<file path="src/rtl/countdown_timer_pkg.sv">
// Shared constants for the M:SS countdown timer blocks.
package countdown_timer_pkg;

  typedef enum logic [1:0] {
    StIdle = 2'd0,
    StRun  = 2'd1,
    StDone = 2'd2
  } state_e;

  localparam logic [3:0] BCD_MAX      = 4'd9;
  localparam logic [3:0] SEC_TENS_MAX = 4'd5;

  function automatic logic is_valid_bcd(input logic [3:0] digit);
    return digit <= BCD_MAX;
  endfunction

endpackage

</file>
<file path="src/rtl/bcd_down_digit.sv">
// One BCD digit register: parallel load, decrement with wrap, borrow-out when decrementing from 0.
module bcd_down_digit
  import countdown_timer_pkg::*;
#(
  parameter logic [3:0] WRAP = BCD_MAX
) (
  input  logic       clock,
  input  logic       clear_,
  input  logic       load,
  input  logic [3:0] load_val,
  input  logic       dec,
  output logic [3:0] value,
  output logic       borrow
);

  assign borrow = dec & (value == 4'd0);

  always_ff @(posedge clock or negedge clear_) begin
    if (!clear_) begin
      value <= 4'd0;
    end else if (load) begin
      value <= load_val;
    end else if (dec) begin
      value <= (value == 4'd0) ? WRAP : value - 4'd1;
    end
  end

endmodule

</file>
<file path="src/rtl/countdown_timer.sv">
// Three-digit BCD countdown timer (M:SS): shift-in digit entry while idle, 1 Hz countdown in run.
module countdown_timer
  import countdown_timer_pkg::*;
#(
  parameter int unsigned TICKS_PER_SEC = 100
) (
  input  logic       clock,
  input  logic       clear_,
  input  logic [3:0] bcd_in,
  input  logic       load_,
  input  logic       enable_,
  output logic [3:0] mins,
  output logic [3:0] sec_tens,
  output logic [3:0] sec_ones,
  output logic       zero,
  output logic       running,
  output logic       done
);

  localparam int unsigned PW = $clog2(TICKS_PER_SEC);
  localparam logic [PW-1:0] LastTick = PW'(TICKS_PER_SEC - 1);

  state_e        state_q;
  logic [PW-1:0] presc_q;
  logic          load_q;
  logic          running_q;
  logic          done_q;

  logic load_edge;
  logic shift;
  logic tick;
  logic last_sec;
  logic ones_borrow;
  logic tens_borrow;
  logic unused_mins_borrow;

  assign load_edge = load_q & ~load_;
  assign shift     = (state_q == StIdle) & load_edge & is_valid_bcd(bcd_in);
  // A decrement due on the pausing edge is dropped, hence the enable_ term.
  assign tick      = (state_q == StRun) & ~enable_ & (presc_q == LastTick);
  assign zero      = (mins == 4'd0) & (sec_tens == 4'd0) & (sec_ones == 4'd0);
  assign last_sec  = (mins == 4'd0) & (sec_tens == 4'd0) & (sec_ones == 4'd1);
  assign running   = running_q;
  assign done      = done_q;

  bcd_down_digit #(.WRAP(BCD_MAX)) u_sec_ones (
    .clock    (clock),
    .clear_   (clear_),
    .load     (shift),
    .load_val (bcd_in),
    .dec      (tick),
    .value    (sec_ones),
    .borrow   (ones_borrow)
  );

  bcd_down_digit #(.WRAP(SEC_TENS_MAX)) u_sec_tens (
    .clock    (clock),
    .clear_   (clear_),
    .load     (shift),
    .load_val (sec_ones),
    .dec      (ones_borrow),
    .value    (sec_tens),
    .borrow   (tens_borrow)
  );

  bcd_down_digit #(.WRAP(BCD_MAX)) u_mins (
    .clock    (clock),
    .clear_   (clear_),
    .load     (shift),
    .load_val (sec_tens),
    .dec      (tens_borrow),
    .value    (mins),
    .borrow   (unused_mins_borrow)
  );

  always_ff @(posedge clock or negedge clear_) begin
    if (!clear_) begin
      state_q   <= StIdle;
      presc_q   <= '0;
      load_q    <= 1'b1;
      running_q <= 1'b0;
      done_q    <= 1'b0;
    end else begin
      load_q <= load_;
      unique case (state_q)
        StIdle: begin
          // Uses pre-shift zero so a same-cycle load cannot start a 0:00 timer.
          if (!enable_ && !zero) begin
            state_q   <= StRun;
            presc_q   <= '0;
            running_q <= 1'b1;
          end
        end
        StRun: begin
          if (enable_) begin
            state_q   <= StIdle;
            presc_q   <= '0;
            running_q <= 1'b0;
          end else if (presc_q == LastTick) begin
            presc_q <= '0;
            if (last_sec) begin
              state_q   <= StDone;
              running_q <= 1'b0;
              done_q    <= 1'b1;
            end
          end else begin
            presc_q <= presc_q + 1'b1;
          end
        end
        StDone: begin
          if (enable_) begin
            state_q <= StIdle;
            done_q  <= 1'b0;
          end
        end
        default: begin
          state_q   <= StIdle;
          presc_q   <= '0;
          running_q <= 1'b0;
          done_q    <= 1'b0;
        end
      endcase
    end
  end

endmodule

</file>
<file path="config.mk">
export PLATFORM = sky130hd
export DESIGN_NAME = countdown_timer
export DESIGN_NICKNAME = d
export VERILOG_FILES = /design/src/rtl/countdown_timer_pkg.sv /design/src/rtl/bcd_down_digit.sv /design/src/rtl/countdown_timer.sv
export SDC_FILE = /design/constraint.sdc
export NUM_CORES = 1
export LEC_CHECK = 0
export CAP_MARGIN = 20
export CORE_MARGIN = 8
export CORE_UTILIZATION = 49
export DETAILED_ROUTE_END_ITERATION = 12
export PLACE_DENSITY = 0.78
export SYNTH_ARGS = -nofsm -noshare
export SYNTH_HDL_FRONTEND = slang
export SYNTH_SLANG_ARGS = --single-unit
</file>
<file path="constraint.sdc">
create_clock -name clock -period 3.5 [get_ports clock]
set_input_delay 1.05 -clock clock [delete_from_list [all_inputs] [get_ports clock]]
set_output_delay 1.05 -clock clock [all_outputs]
set_load 0.005 [all_outputs]
</file>
# Yosys cells after proc, flatten, opt, wreduce, memory -nomap -nowiden
# Cells that the tools add are included.
# W data, S select, Z words.
dict set report op_classes {
  addsub 4
  magnitude_cmp 1
  eq_ne 11
  mux 29
  n_bitwise 14
  n_reduce_logical 14
}
# op n
set ops {}
lappend ops {{$mux W4} 9}
lappend ops {{$mux W7} 3}
lappend ops {{$pmux W7 S3} 1}
lappend ops {{$logic_not A4 Y1} 3}
lappend ops {{$sub A4 B1 Y4 const B} 3}
lappend ops {{$and A1 B1 Y1} 10}
lappend ops {{$mux W2} 5}
lappend ops {{$mux W1} 8}
lappend ops {{$reduce_and A4 Y1} 2}
lappend ops {{$add A7 B1 Y7 const B} 1}
lappend ops {{$eq A7 B7 Y1 const B} 1}
lappend ops {{$ne A2 B2 Y1 const B} 3}
lappend ops {{$pmux W1 S3} 2}
lappend ops {{$pmux W2 S3} 1}
lappend ops {{$reduce_bool A2 Y1} 3}
lappend ops {{$reduce_and A5 Y1} 1}
lappend ops {{$eq A4 B1 Y1 const B} 1}
lappend ops {{$le A4 B4 Y1 const B} 1}
lappend ops {{$ne A2 B1 Y1 const B} 2}
lappend ops {{$not A1 Y1} 4}
lappend ops {{$ne A3 B2 Y1 const B} 1}
lappend ops {{$ne A3 B3 Y1 const B} 1}
lappend ops {{$eq A2 B1 Y1 const B} 1}
lappend ops {{$eq A2 B2 Y1 const B} 1}
lappend ops {{other kinds (4)} 5}
dict set report word_totals {
  regBits 24
  word_cells 81
}

# Longest topological paths before layout
dict set report logic_depth {
  depth_word 7
  ltp_mapped 6
  mapped_depth_nobuf 5
}

# Modules after synthesis
# A second synthesis with hierarchy kept.
dict set report unflattened {
  hier_cells 137
  hier_area_um2 1348.8
}
# module instances cells_each area_each_um2 seq_area_each_um2
set by_module_without_submodules {}
lappend by_module_without_submodules {countdown_timer 1 72 684.4 301.5}
lappend by_module_without_submodules {{bcd_down_digit (u_mins ...)} 2 22 231.5 100.1}
lappend by_module_without_submodules {{bcd_down_digit (u_sec_tens)} 1 21 201.4 100.1}

# Worst setup path before layout
# OpenSTA, ideal clock, no wires.
dict set report synth_path {
  path_type {register -> output}
  start {reg u_sec_tens.value[1]}
  end {out zero}
  arrival_ps 1619
  slack_ps 831
  stages_incl_launch_ff 5
  cell_sequence {dfrtp_1 -> or4_4 -> buf_6 -> or4_4 -> inv_1}
}
dict set report synth_via {
  elab_chain_cells 3
}
# item line
set synth_lines {}
lappend synth_lines {{from (decl)} bcd_down_digit.sv:12} ;# output logic [3:0] value,
lappend synth_lines {{from (signal assigned)} bcd_down_digit.sv:22} ;# value <= load_val;
lappend synth_lines {{from (signal assigned)} bcd_down_digit.sv:24} ;# value <= (value == 4'd0) ? WRAP : value - 4'd1;
lappend synth_lines {{$logic_not A4 Y1} countdown_timer.sv:41} ;# assign zero = (mins == 4'd0) & (sec_tens == 4'd0) & (sec_ones == 4'd0);
lappend synth_lines {{$and A1 B1 Y1 (2 in a row)} countdown_timer.sv:41}
lappend synth_lines {{to (decl)} countdown_timer.sv:15} ;# output logic zero,
# Every way passes these cells.

# Final worst setup path
dict set report layout_path {
  start {reg u_sec_tens.value[0]}
  end {out zero}
}
# The elaborated chain is that of the path after synthesis.

==> flow_summary_export.csv <==
group,metric,value,unit
clocking,clockBufferDepth,2,
grt,grt_antenna_before_repair,0,
placed_design,dp_hpwl,2.29,mm
logic_synthesis,ys_warn_count,0,
power,p_seq_share,51.6,%
drt,avgRoutedWirePerCell,15.8,um
setup_path,critical_path.max_fanout,6,
grt,grt_max_degree,25,
layout,antennaDiodeCount,0,
die,dieArea,4650,um2
timing,setup_tns,0,ps
timing,setup_viol,0,
clocking,cts_max_level,1,
timing,max_freq,324,MHz
drt,viasPerCell,6.13,
power,p_sw,230,uW
placed_design,place.gp.congestion,0.887,
clocking,cts_tree,"done",
timing,hold_violations,0,
drt,first_pass_iters,4,
die,io-pin-count,23,
setup_path,crit_arrival,2040,ps
drt,first_iter_violations,83,
timing,timing.final.crit_period,3090,ps
clocking,cts_buffers,3,
logic_synthesis,synth_area,1330,um2
drt,vias,1244,
outcome,status,"completed",
power,ir_worst_vdd,0.000301,V
power,power_frac_clock,19.6,%
drt,drtAntennaViolNets,0,
setup_path,required,2450,ps
drt,remaining_drc_errors,0,
logic_synthesis,netlist_instances,140,
logic_synthesis,async_reset_ff_share,100,%
logic_synthesis,ys.flop_type,"dfrtp_1",
placed_design,io_buffers,22,
clocking,cts_root_buf,"clkbuf_4",
timing,max-slew-margin-rel,51.1,%
drt,wl,3.20,mm
clocking,cts.clk_slew.worst_paths,130,ps
logic_synthesis,synth_area_leaders,"dfrtp_1 43%, a31oi_1 4.7%, nor2_1 4.2%",
die,rows,19,
power,switching_share,30.9,%
timing,finalMaxSlewViolations,0,
worst_hold_path,hold_depth,1,
setup_path,endpoint_kind,"output port",
grt,globalRouteOverflowTotal,0,
logic_synthesis,netlist.area_leader.share,43.2,%
setup_path,startpoint_type,"flip-flop",
power,p_int,516,uW
power,p_leak,0.000701,uW
timing,hold_slack,549,ps
die,die_y,68.2,um
setup_path,ff2ff_path_depth,5,
logic_synthesis,syn-num-nets,149,
timing,worst_slew_pin_slew,724,ps
layout,final_common_cell,"clkdlybuf4s50_1",
layout,layout_common_cells,"21 x clkdlybuf4s50_1, 19 x dfrtp_1, 15 x nor2_1, 12 x buf_4, 10 x a31oi_1",
die,initial_core_util,50.1,%
power,pwr_density_cell,440,nW/um2
clocking,clock-sinks,24,
logic_synthesis,synth_cell_types,47,
timing,post-route-period-util,88.2,%
die,die_w,68.2,um
timing,finalClockSkew,3.09,ps
clocking,worstSkewPairLatency,310,ps
logic_synthesis,synth-seq-cells,24,
grt,grt_pass1_wl,5.23,mm
grt,grtUsageTotal,14.4,%
logic_synthesis,yosys.area.top_type,"dfrtp_1",
logic_synthesis,syn_area_per_cell,9.53,um2
timing,rsz0062_at_grt,"no",
die,coreArea,2660,um2
logic_synthesis,yosysSeqAreaShare,45.1,%
worst_hold_path,holdCritPathClass,"flip-flop to flip-flop",
logic_synthesis,synth_edf_count,0,
setup_path,crit_type,"flip-flop to output port",
layout,nets,182,
layout,drive_above_1_share,16.9,%
power,pwr-share-comb,28.8,%
grt,first_global_vias,1169,
layout,syn_to_final_growth,27.2,%
job,maxCapViolations,0,
state kept, by name, summed over array words and instances, names as in the netlist:
name and cells:
load_q 1, state_q 2, u_mins.value 4, running 1, presc_q 7, done 1
u_sec_ones.value 4, u_sec_tens.value 4
cells in the mapped netlist (2+ instances only):
library cell  count
a21o_1            2
a21oi_1           7
a22o_1            3
a31oi_1          10
and2_1            2
clkbuf_1          5
dfrtp_1          23
inv_1             4
nand2_1           7
nand2b_1          2
nand3_1           6
nand3b_1          2
nor2_1           15
nor4_1            3
o21ai_0           2
o21ai_1           4
o311ai_1          2
o31ai_1           2
o41ai_1           2
or3_1             6
or4_1             2
or4_4             3
xnor2_1           2
power groups by stage:
stage	registers, uW	clock network, uW	logic [uW]
after floorplan	377	0	85.3
after global placement	387	0	179
after CTS	386	153	189
final	385	146	215
after global routing	393	161	235
after detailed placement	395	0	180
metal layers:
| metal | vias up | global-route usage, % | routed length, um |
|---|---|---|---|
| met4 | 0 | 6.14 | 57 |
| li1 | 604 | - | - |
| met2 | 34 | 25.1 | 1570 |
| met3 | 6 | 2.29 | 168 |
| met1 | 600 | 17.0 | 1410 |
| met5 | - | 0 | 0 |
what timing repair did:
action                                  CTS  global route
gates resized for setup                   1             4
hold buffers                              0             0
buffers inserted                          1             8
endpoints found under the setup margin    1             1
pin swaps                                 0             2
critical path, stage by stage (launching register included):
cell and delay [ps]:
dfrtp_2 460, or4_4 580, or4_4 510, inv_1 60
dlymetal6s2s_1 120
area by class of cell:
cell class                      count  area (um2)
Inverter                            4        15.0
Clock buffer                        4        36.3
Timing Repair Buffer               34         313
Sequential cell                    24         607
Tap cell                           31        38.8
Multi-Input combinational cell    106         687
Fill cell                         234         966
final timing paths:
| check | slack, ps | startpoint | endpoint |
|---|---|---|---|
| worst max-delay path | 410 | u_sec_tens.value[0] | zero |
| worst min-delay path | 550 | presc_q[1] | presc_q[1] |
| worst max register to register | 1330 | u_sec_tens.value[0] | presc_q[3] |
| worst min register to register | 550 | presc_q[1] | presc_q[1] |
| max in group asynchronous | 2130 | clear_ | load_q |
| min in group asynchronous | 1080 | clear_ | u_mins.value[1] |
through the flow:
| stage | cells | util [%] | area (um2) | power (uW) | worst slack (ps) |
|---|---|---|---|---|---|
| after global placement | 190 | 59.5 | 1590 | 566 | 388 |
| after detailed placement | 190 | 59.5 | 1590 | 575 | 363 |
| after floorplan | 140 | - | 1330 | 462 | 831 |
| after global routing | 203 | 63.7 | 1700 | 789 | 355 |
| final | 203 | 63.7 | 1700 | 746 | 412 |
| after CTS | 195 | 61.2 | 1630 | 728 | 0.330 |
logic make-up after synthesis:
kind of cell	after synthesis	synth area share [%]
buffers and inverters	10	3.38
and+or+nand+nor	58	25.9
adders and majority gates	1	0.938
muxes	1	0.844
AOI/OAI and AO/OA	43	21.9
xor gates and xnor gates	3	1.97
DFF	24	45.1
No activity file was read; power rests on OpenSTA's default activity.
